--- config.mk ---
export PLATFORM = sky130hd
export DESIGN_NAME = cdb_arbiter
export DESIGN_NICKNAME = d
export VERILOG_FILES = /design/src/rtl/cdb_arbiter.sv
export SDC_FILE = /design/constraint.sdc
export NUM_CORES = 1
export LEC_CHECK = 0
export CAP_MARGIN = 30
export CORE_MARGIN = 1
export CORE_UTILIZATION = 40
export DETAILED_ROUTE_END_ITERATION = 12
export PLACE_DENSITY_LB_ADDON = 0.05
export SLEW_MARGIN = 5
export SYNTH_ARGS = -nofsm -noshare
export SYNTH_HDL_FRONTEND = slang
export SYNTH_SLANG_ARGS = --single-unit
--- constraint.sdc ---
create_clock -name clock -period 5.85 [get_ports clock]
set_input_delay 1.17 -clock clock [delete_from_list [all_inputs] [get_ports clock]]
set_output_delay 1.17 -clock clock [all_outputs]
set_load 0.02 [all_outputs]
--- src/rtl/cdb_arbiter.sv ---
// cdb_arbiter: round-robin arbiter that shares the common data bus (CDB)
// between NUM_FU functional units. Each FU hands its result into a
// one-entry holding register through fu_valid/fu_ready. Each cycle one held
// result is chosen and broadcast on the registered cdb_* outputs.
//
// Ports:
//   clock, reset_n        clock, asynchronous active-low reset
//   flush                 drops held results and the outgoing broadcast
//   fu_valid/fu_ready     per-FU handshake
//   fu_tag/fu_data        per-FU result, FU i at [i*W +: W]
//   cdb_valid/tag/data    registered broadcast
//   cdb_src               index of the FU that produced the broadcast
//   perf_bcast_cnt        broadcasts issued      (CDB_PERF_CNT_EN only)
//   perf_conflict_cnt     cycles with >= 2 holds (CDB_PERF_CNT_EN only)
//
// Optional build macro: CDB_PERF_CNT_EN adds the two performance counters.

module cdb_arbiter #(
    parameter int NUM_FU = 4,
    parameter int TAG_W  = 4,
    parameter int DATA_W = 32,
    localparam int SRC_W = $clog2(NUM_FU)
) (
    input  logic                     clock,
    input  logic                     reset_n,
    input  logic                     flush,
    input  logic [NUM_FU-1:0]        fu_valid,
    output logic [NUM_FU-1:0]        fu_ready,
    input  logic [NUM_FU*TAG_W-1:0]  fu_tag,
    input  logic [NUM_FU*DATA_W-1:0] fu_data,
    output logic                     cdb_valid,
    output logic [TAG_W-1:0]         cdb_tag,
    output logic [DATA_W-1:0]        cdb_data,
`ifdef CDB_PERF_CNT_EN
    output logic [31:0]              perf_bcast_cnt,
    output logic [31:0]              perf_conflict_cnt,
`endif
    output logic [SRC_W-1:0]         cdb_src
);

    logic [NUM_FU-1:0]             hold_valid_q, hold_valid_d;
    logic [NUM_FU-1:0][TAG_W-1:0]  hold_tag_q,   hold_tag_d;
    logic [NUM_FU-1:0][DATA_W-1:0] hold_data_q,  hold_data_d;
    logic [SRC_W-1:0]              rr_ptr_q,     rr_ptr_d;
    logic                          cdb_valid_q,  cdb_valid_d;
    logic [TAG_W-1:0]              cdb_tag_q,    cdb_tag_d;
    logic [DATA_W-1:0]             cdb_data_q,   cdb_data_d;
    logic [SRC_W-1:0]              cdb_src_q,    cdb_src_d;

    logic [NUM_FU-1:0] grant;
    logic              grant_vld;
    logic [SRC_W-1:0]  grant_idx;

    // Round-robin search starting at rr_ptr; first held entry wins.
    always_comb begin
        int idx;
        grant_vld = 1'b0;
        grant_idx = '0;
        idx       = 0;
        for (int k = 0; k < NUM_FU; k++) begin
            idx = int'(rr_ptr_q) + k;
            if (idx >= NUM_FU) idx = idx - NUM_FU;
            if (!grant_vld && hold_valid_q[SRC_W'(idx)]) begin
                grant_vld = 1'b1;
                grant_idx = SRC_W'(idx);
            end
        end
        grant = '0;
        if (grant_vld) grant[grant_idx] = 1'b1;
    end

    // A granted slot frees up this cycle, so its FU can refill on the same
    // edge; this keeps a lone streaming FU at one result per cycle.
    assign fu_ready = ~hold_valid_q | grant;

    always_comb begin
        hold_valid_d = hold_valid_q & ~grant;
        hold_tag_d   = hold_tag_q;
        hold_data_d  = hold_data_q;
        for (int i = 0; i < NUM_FU; i++) begin
            if (fu_valid[i] && fu_ready[i]) begin
                hold_valid_d[i] = 1'b1;
                hold_tag_d[i]   = fu_tag[i*TAG_W +: TAG_W];
                hold_data_d[i]  = fu_data[i*DATA_W +: DATA_W];
            end
        end

        cdb_valid_d = grant_vld;
        cdb_tag_d   = cdb_tag_q;
        cdb_data_d  = cdb_data_q;
        cdb_src_d   = cdb_src_q;
        rr_ptr_d    = rr_ptr_q;
        if (grant_vld) begin
            cdb_tag_d  = hold_tag_q[grant_idx];
            cdb_data_d = hold_data_q[grant_idx];
            cdb_src_d  = grant_idx;
            if (grant_idx == SRC_W'(NUM_FU - 1)) rr_ptr_d = '0;
            else rr_ptr_d = grant_idx + 1'b1;
        end

        // Flush wins over grants and accepts alike.
        if (flush) begin
            hold_valid_d = '0;
            cdb_valid_d  = 1'b0;
            cdb_tag_d    = cdb_tag_q;
            cdb_data_d   = cdb_data_q;
            cdb_src_d    = cdb_src_q;
            rr_ptr_d     = '0;
        end
    end

    always_ff @(posedge clock or negedge reset_n) begin
        if (!reset_n) begin
            hold_valid_q <= '0;
            hold_tag_q   <= '0;
            hold_data_q  <= '0;
            rr_ptr_q     <= '0;
            cdb_valid_q  <= 1'b0;
            cdb_tag_q    <= '0;
            cdb_data_q   <= '0;
            cdb_src_q    <= '0;
        end else begin
            hold_valid_q <= hold_valid_d;
            hold_tag_q   <= hold_tag_d;
            hold_data_q  <= hold_data_d;
            rr_ptr_q     <= rr_ptr_d;
            cdb_valid_q  <= cdb_valid_d;
            cdb_tag_q    <= cdb_tag_d;
            cdb_data_q   <= cdb_data_d;
            cdb_src_q    <= cdb_src_d;
        end
    end

    assign cdb_valid = cdb_valid_q;
    assign cdb_tag   = cdb_tag_q;
    assign cdb_data  = cdb_data_q;
    assign cdb_src   = cdb_src_q;

`ifdef CDB_PERF_CNT_EN
    logic [31:0] bcast_cnt_q,    bcast_cnt_d;
    logic [31:0] conflict_cnt_q, conflict_cnt_d;

    // Counters survive flush; only reset clears them.
    always_comb begin
        int nheld;
        nheld = 0;
        for (int i = 0; i < NUM_FU; i++) begin
            if (hold_valid_q[i]) nheld = nheld + 1;
        end
        bcast_cnt_d    = bcast_cnt_q + 32'(cdb_valid_d);
        conflict_cnt_d = conflict_cnt_q + 32'(nheld >= 2);
    end

    always_ff @(posedge clock or negedge reset_n) begin
        if (!reset_n) begin
            bcast_cnt_q    <= '0;
            conflict_cnt_q <= '0;
        end else begin
            bcast_cnt_q    <= bcast_cnt_d;
            conflict_cnt_q <= conflict_cnt_d;
        end
    end

    assign perf_bcast_cnt    = bcast_cnt_q;
    assign perf_conflict_cnt = conflict_cnt_q;
`endif

endmodule
# --- Word-level counts from Yosys, hierarchy flattened ---
# Cells that the tools add are included.
# Widths: inputs -> output; s select.
classes:
  n_addsub: 8
  order_cmp: 10
  n_eq_ne: 1
  mux: 40
  bitwise: 5
  reduce_logical: 13
op_table:
  columns: ["cell", "count"]
  rows:
  - ["$bmux 32 s2", 1]
  - ["$mux 32", 1]
  - ["$mux 2", 11]
  - ["$mux 1", 18]
  - ["$lt 2x4->1 const B", 4]
  - ["$mux 4", 3]
  - ["$ge 3x3->1 const B", 3]
  - ["$bmux 1 s2", 4]
  - ["$bmux 4 s2", 1]
  - ["$logic_and 1x1->1", 8]
  - ["$not 4->4", 2]
  - ["$sub 2x1->2 const B", 4]
  - ["$add 2x2->3 const B", 2]
  - ["$and 4x4->4", 1]
  - ["$or 4x4->4", 1]
  - ["$add 2x1->3 const B", 1]
  - ["$ge 2x3->1 const B", 1]
  - ["$logic_not 1->1", 3]
  - ["$lt 2x3->1 const B", 1]
  - ["$add 2x1->2 const B", 1]
  - ["$demux 1 s2", 1]
  - ["$eq 2x2->1 const B", 1]
  - ["$ge 2x1->1 const B", 1]
  - ["$reduce_and 2->1", 1]
  - ["other kinds (2)", 2]
word_totals:
  reg_bits: 189
  inputBits: 151
  word_cells: 91

# --- Longest topological paths before layout ---
depth:
  ltp_word: 24
  depth_mapped: 11
  mapped_depth_nobuf: 7

# --- Least setup slack after synthesis ---
# Ideal clock, no wire load.
synth_path:
  path_kind: "reg-to-output"
  from: "reg rr_ptr_q[1]"
  to: "out fu_ready[1]"
  arrival_ps: 1803
  slack_ps: 2877
  stages_incl_launch_ff: 9
  path_cell_list: "dfrtp_1 buf_6 nor2b_4 o21a_1 buf_6 nor3_4 buf_6 ha_1 nand2b_1"
synth_between:
  elab_chain_len: 21
  word_cells_on_any_way: 48
  classes_between: "add/sub: 7; order compare: 6; mux: 27; bitwise: 1; reduce/logical: 7"
synth_rtl:
  columns: ["item", "line_no", "rtl"]
  rows:
  - ["start, declared", "44", "logic [SRC_W-1:0] rr_ptr_q, rr_ptr_d;"]
  - ["start signal, assigned", "126", "rr_ptr_q <= rr_ptr_d;"]
  - ["branches (longest 19 deep; another with $add 2x1->3)", null, null]
  - ["$mux 4 (*)", "69", "if (grant_vld) grant[grant_idx] = 1'b1;"]
  - ["$or 4x4->4 (*)", "74", "assign fu_ready = ~hold_valid_q | grant;"]
  - ["end, declared", "28", "output logic [NUM_FU-1:0] fu_ready,"]
# Every way passes the cells marked *. The select of a mux whose other input is x is not followed.

# --- Final worst setup path ---
layout_path:
  from: "reg hold_valid_q[3]"
  to: "out fu_ready[1]"
layout_between:
  elab_chain_len: 19
  word_cells_on_any_way: 33
  classes_between: "order compare: 2; mux: 23; bitwise: 1; reduce/logical: 7"
layout_rtl:
  columns: ["item", "line_no", "rtl"]
  rows:
  - ["start, declared", "41", "logic [NUM_FU-1:0] hold_valid_q, hold_valid_d;"]
  - ["start signal, assigned", "123", "hold_valid_q <= hold_valid_d;"]
  - ["$bmux 1 s2", "63", "if (!grant_vld && hold_valid_q[SRC_W'(idx)]) begin"]
  - ["$mux 1 (not written as such) (2 in series)", "63", null]
  - ["$mux 1", "63", null]
  - ["$logic_not 1->1", "63", null]
  - ["$logic_and 1x1->1", "63", null]
  - ["$mux 1", "63", null]
  - ["$logic_not 1->1", "63", null]
  - ["$logic_and 1x1->1", "63", null]
  - ["(+2 left out)", null, null]
  - ["$logic_and 1x1->1", "63", null]
  - ["$mux 2", "63", null]
  - ["$lt 2x3->1 (not written as such) or $ge 2x1->1 (tied branches)", "69", null]
  - ["$logic_and 1x1->1 (not written as such)", "69", null]
  - ["$mux 1 (not written as such)", "69", null]
  - ["$demux 1 s2", "69", null]
  - ["$mux 4 (*)", "69", null]
  - ["$or 4x4->4 (*)", "74", null]
# Every way passes the cells marked *; elsewhere a longest branch is shown, timed or not. The select of a mux whose other input is x is not followed.

==> flow_summary_export.csv <==
group,metric,value,unit
pwr,p_leak,4.65,nW
global_routing,antenna_found_initial,0,
logic_synthesis,syn-instance-count,646,
critical_path,worstPathMaxFanout,16,
worst_hold_path,hold_start,"cdb_src[0]",
routing,final_antenna_net_count,0,
placed_design,io_buffers,193,
clock_network,cts_root_buffer,"clkbuf_16",
routing,dr.first_iter.drc_count,290,
routing,first_pass_iters,5,
critical_path,cpLargestDelayFamily,"simple AND/OR/NAND/NOR gates",
critical_path,cp-end-kind,"primary output",
pwr,clockPowerShare,29.9,%
clock_network,clkSinkCount,189,
global_routing,grt_pass1_wl,37400,um
pwr,vdd_drop_max,0.158,mV
critical_path,reg2reg_to,"cdb_data[23]",
timing,hold_ws,0.493,ns
timing,min_period,4.28,ns
routing,post_drt_via_cell_ratio,5.54,
floorplan,fp.dieW,148,um
pwr,switchingPower,1.20,mW
critical_path,worst_setup_path_start_kind,"register",
clock_network,post-cts-setup-buffers,0,
timing,rsz0062_at_grt,"no",
routing,drc,0,
clock_network,cts_tree,"yes",
timing,worst_pin_slew,1.01,ns
routing,wl_per_cell,21.9,um
logic_synthesis,yosysSeqAreaShare,55.2,%
timing,final.setup.worst_slack,1.57,ns
cells_and_area,synthToLayoutAreaGrowth,32.7,%
cells_and_area,n_antenna_cell,0,
logic_synthesis,synthMostInstantiatedCell,"dfrtp_1",
placed_design,globalplace.congestion,0.852,
placed_design,place_inst,1074,
clock_network,htree_levels,4,
routing,met1Wirelength,10500,um
logic_synthesis,async_flop_share,100,%
cells_and_area,fillCellCount,1784,
run,max_cap_violations,0,
clock_network,ctsResizeCount,0,
routing,dr_wl_met3,941,um
logic_synthesis,yosys-top-cells-area,"dfrtp_1 (55%), mux2_2 (19%), mux2i_1 (2.5%)",
global_routing,overflow,0,
timing,fmax,0.234,GHz
floorplan,core,0.0210,mm2
logic_synthesis,synth_edf_count,0,
cells_and_area,nets,971,
clock_network,clkTransAtPathRegs,0.07,ns
pwr,seqPwrFrac,43.3,%
run_status,outcome,"finished clean",
critical_path,rr_worst_depth,6,
floorplan,ioPinCount,194,
placed_design,dpl.hpwl,17200,um
critical_path,crit_slowest_cell,"dfrtp_1",
floorplan,rows,53,
timing,setup_viol,0,
timing,tns,0,ns
timing,period_share,73.2,%
placed_design,preCtsSetupSlack,1.52,ns
pwr,p_int,2.72,mW
logic_synthesis,synth_common_cells,"dfrtp_1 (189), mux2_2 (143), nand2_1 (28), clkbuf_1 (24), o21ai_0 (22)",
cells_and_area,final_layout_size_suffix_gt1_share,25.8,%
worst_hold_path,hold_path.class,"reg2reg",
global_routing,grt_pass1_vias,6463,
cells_and_area,stdcell_count,1106,
logic_synthesis,synth_ff_type,"dfrtp_1",
logic_synthesis,netlist_area,0.00857,mm2
critical_path,reg2reg_slack,2.50,ns
routing,route.met2.wl,12200,um
pwr,swShare,30.6,%
worst_hold_path,holdPathEnd,"cdb_src[0]",
floorplan,start_util,40.8,%
timing,final_hold_viol_count,0,
critical_path,critPathArrivalTime,3.11,ns
global_routing,grt_max_degree,84,
routing,wirelength,24200,um
logic_synthesis,synth.net_count,798,
critical_path,cp.required,4.68,ns
critical_path,cp_num_buf_inv,1,
floorplan,dieArea,0.0220,mm2
clock_network,clock_tree.buffer_depth,2,
timing,finClkSkew,0.0124,ns
worst_hold_path,holdPathStages,2,
logic_synthesis,synth_top_cell_area_share,55.2,%
global_routing,grtUsageTotal,22.9,%
timing,slew_headroom,32.4,%
critical_path,timing.rr.start,"hold_valid_q[3]",
logic_synthesis,synth_area_per_cell,13.3,um2
logic_synthesis,yosys_warnings,0,
critical_path,worstPathCellList,"and3b_1 -> o21ai_1 -> nand3_1 -> ha_1 -> nand2b_1 -> clkdlybuf4s50_1",
logic_synthesis,yosysTopAreaCell,"dfrtp_1",
critical_path,slowest_delay,0.65,ns
logic_synthesis,synth-seq-cells,189,
routing,top_layer_used,"met4",
pwr,pwr-share-comb,26.7,%
timing,maxSlewViolCount,0,
logic_synthesis,synth_cell_types,48,
critical_path,critPathKind,"reg2out",
clock_network,clkLatencyLatePin,0.43,ns
floorplan,fp.dieH,148,um
pwr,cellPowerDensity,345,mW/mm2
clock_network,numCtsBuffers,17,
routing,via_count,6124,
clock_network,hold_buffers,0,
worst max path at each step:
stage	from	to	slack (ns)	cells past startpoint
3_3_place_gp	flush	cdb_data[27]	1.67	6
4_1_cts	hold_valid_q[3]	fu_ready[1]	1.53	6
2_1_floorplan	rr_ptr_q[1]	fu_ready[1]	2.88	8
3_5_place_dp	flush	cdb_data[27]	1.52	6
5_1_grt	hold_valid_q[3]	fu_ready[1]	1.34	6
6_report	hold_valid_q[3]	fu_ready[1]	1.57	6
kinds of logic after synthesis:
group / count (synthesis) / synth area share (%)
flip-flops: 189 / 55.2
multiplexers: 165 / 21.4
AO/OA/AOI/OAI: 145 / 13.6
AND/OR/NAND/NOR: 87 / 6.29
buffers and inverters: 59 / 3.40
adder cells (fa/ha/maj): 1 / 0.146
worst reg2reg max path, cell delays in order (launching register included):
cell and delay, ns:
dfrtp_1 0.56, or4_4 0.59, nand2b_2 0.66, inv_2 0.37, nand4_1 0.56, buf_4 0.36
o211ai_1 0.13
state kept, by name, indices dropped and copies added (netlist names):
name and count:
hold_data_q 128, cdb_data 32, hold_tag_q 16, cdb_tag 4, hold_valid_q 4, cdb_src 2, rr_ptr_q 2, cdb_valid 1
power groups by stage:
stage               clock [mW]  sequential, mW  combinational (mW)
floorplan                    0            1.76               0.502
global placement             0            1.72                1.03
detailed placement           0            1.72                1.06
CTS                       1.20            1.70                1.06
global route              1.25            1.73                1.12
finish                    1.17            1.70                1.05
cell usage in the layout, fill, tap and decap left out, types with 10 or more instances in the layout:
cell	synthesis	routed
dfrtp_1	189	189
o211ai_2	10	10
mux2_2	143	143
o31a_1	21	21
o211ai_1	11	11
nand2_1	28	27
clkbuf_16	0	17
a221o_1	15	15
a21boi_0	13	13
and4_1	21	21
mux2i_1	21	21
o22a_1	15	15
o31ai_1	15	15
o21ai_0	22	22
clkdlybuf4s50_1	0	192
nand4_1	16	16
routing by layer:
layer	up-vias	global-route usage (%)
met5	-	0
met4	0	7.99
met3	31	3.22
met2	167	39.0
met1	3146	29.8
li1	2780	-
area by class of cell:
cell class / count / area (um2) / share of cell area (%)
timing repair buffer: 206 / 2120 / 18.6
multi-input combinational: 398 / 3570 / 31.4
inverter: 7 / 26.3 / 0.231
sequential: 189 / 4730 / 41.6
tap: 275 / 344 / 3.03
clock inverter: 14 / 160 / 1.41
clock buffer: 17 / 425 / 3.74
stage by stage:
stage | total power, mW | utilization (%) | cell area, um2
floorplan | 2.26 | - | 8570
global placement | 2.74 | 50.7 | 10700
detailed placement | 2.78 | 51.2 | 10800
CTS | 3.96 | 54.0 | 11300
global route | 4.10 | 54.1 | 11400
finish | 3.92 | 54.1 | 11400
(Power assumes the default switching activity.)
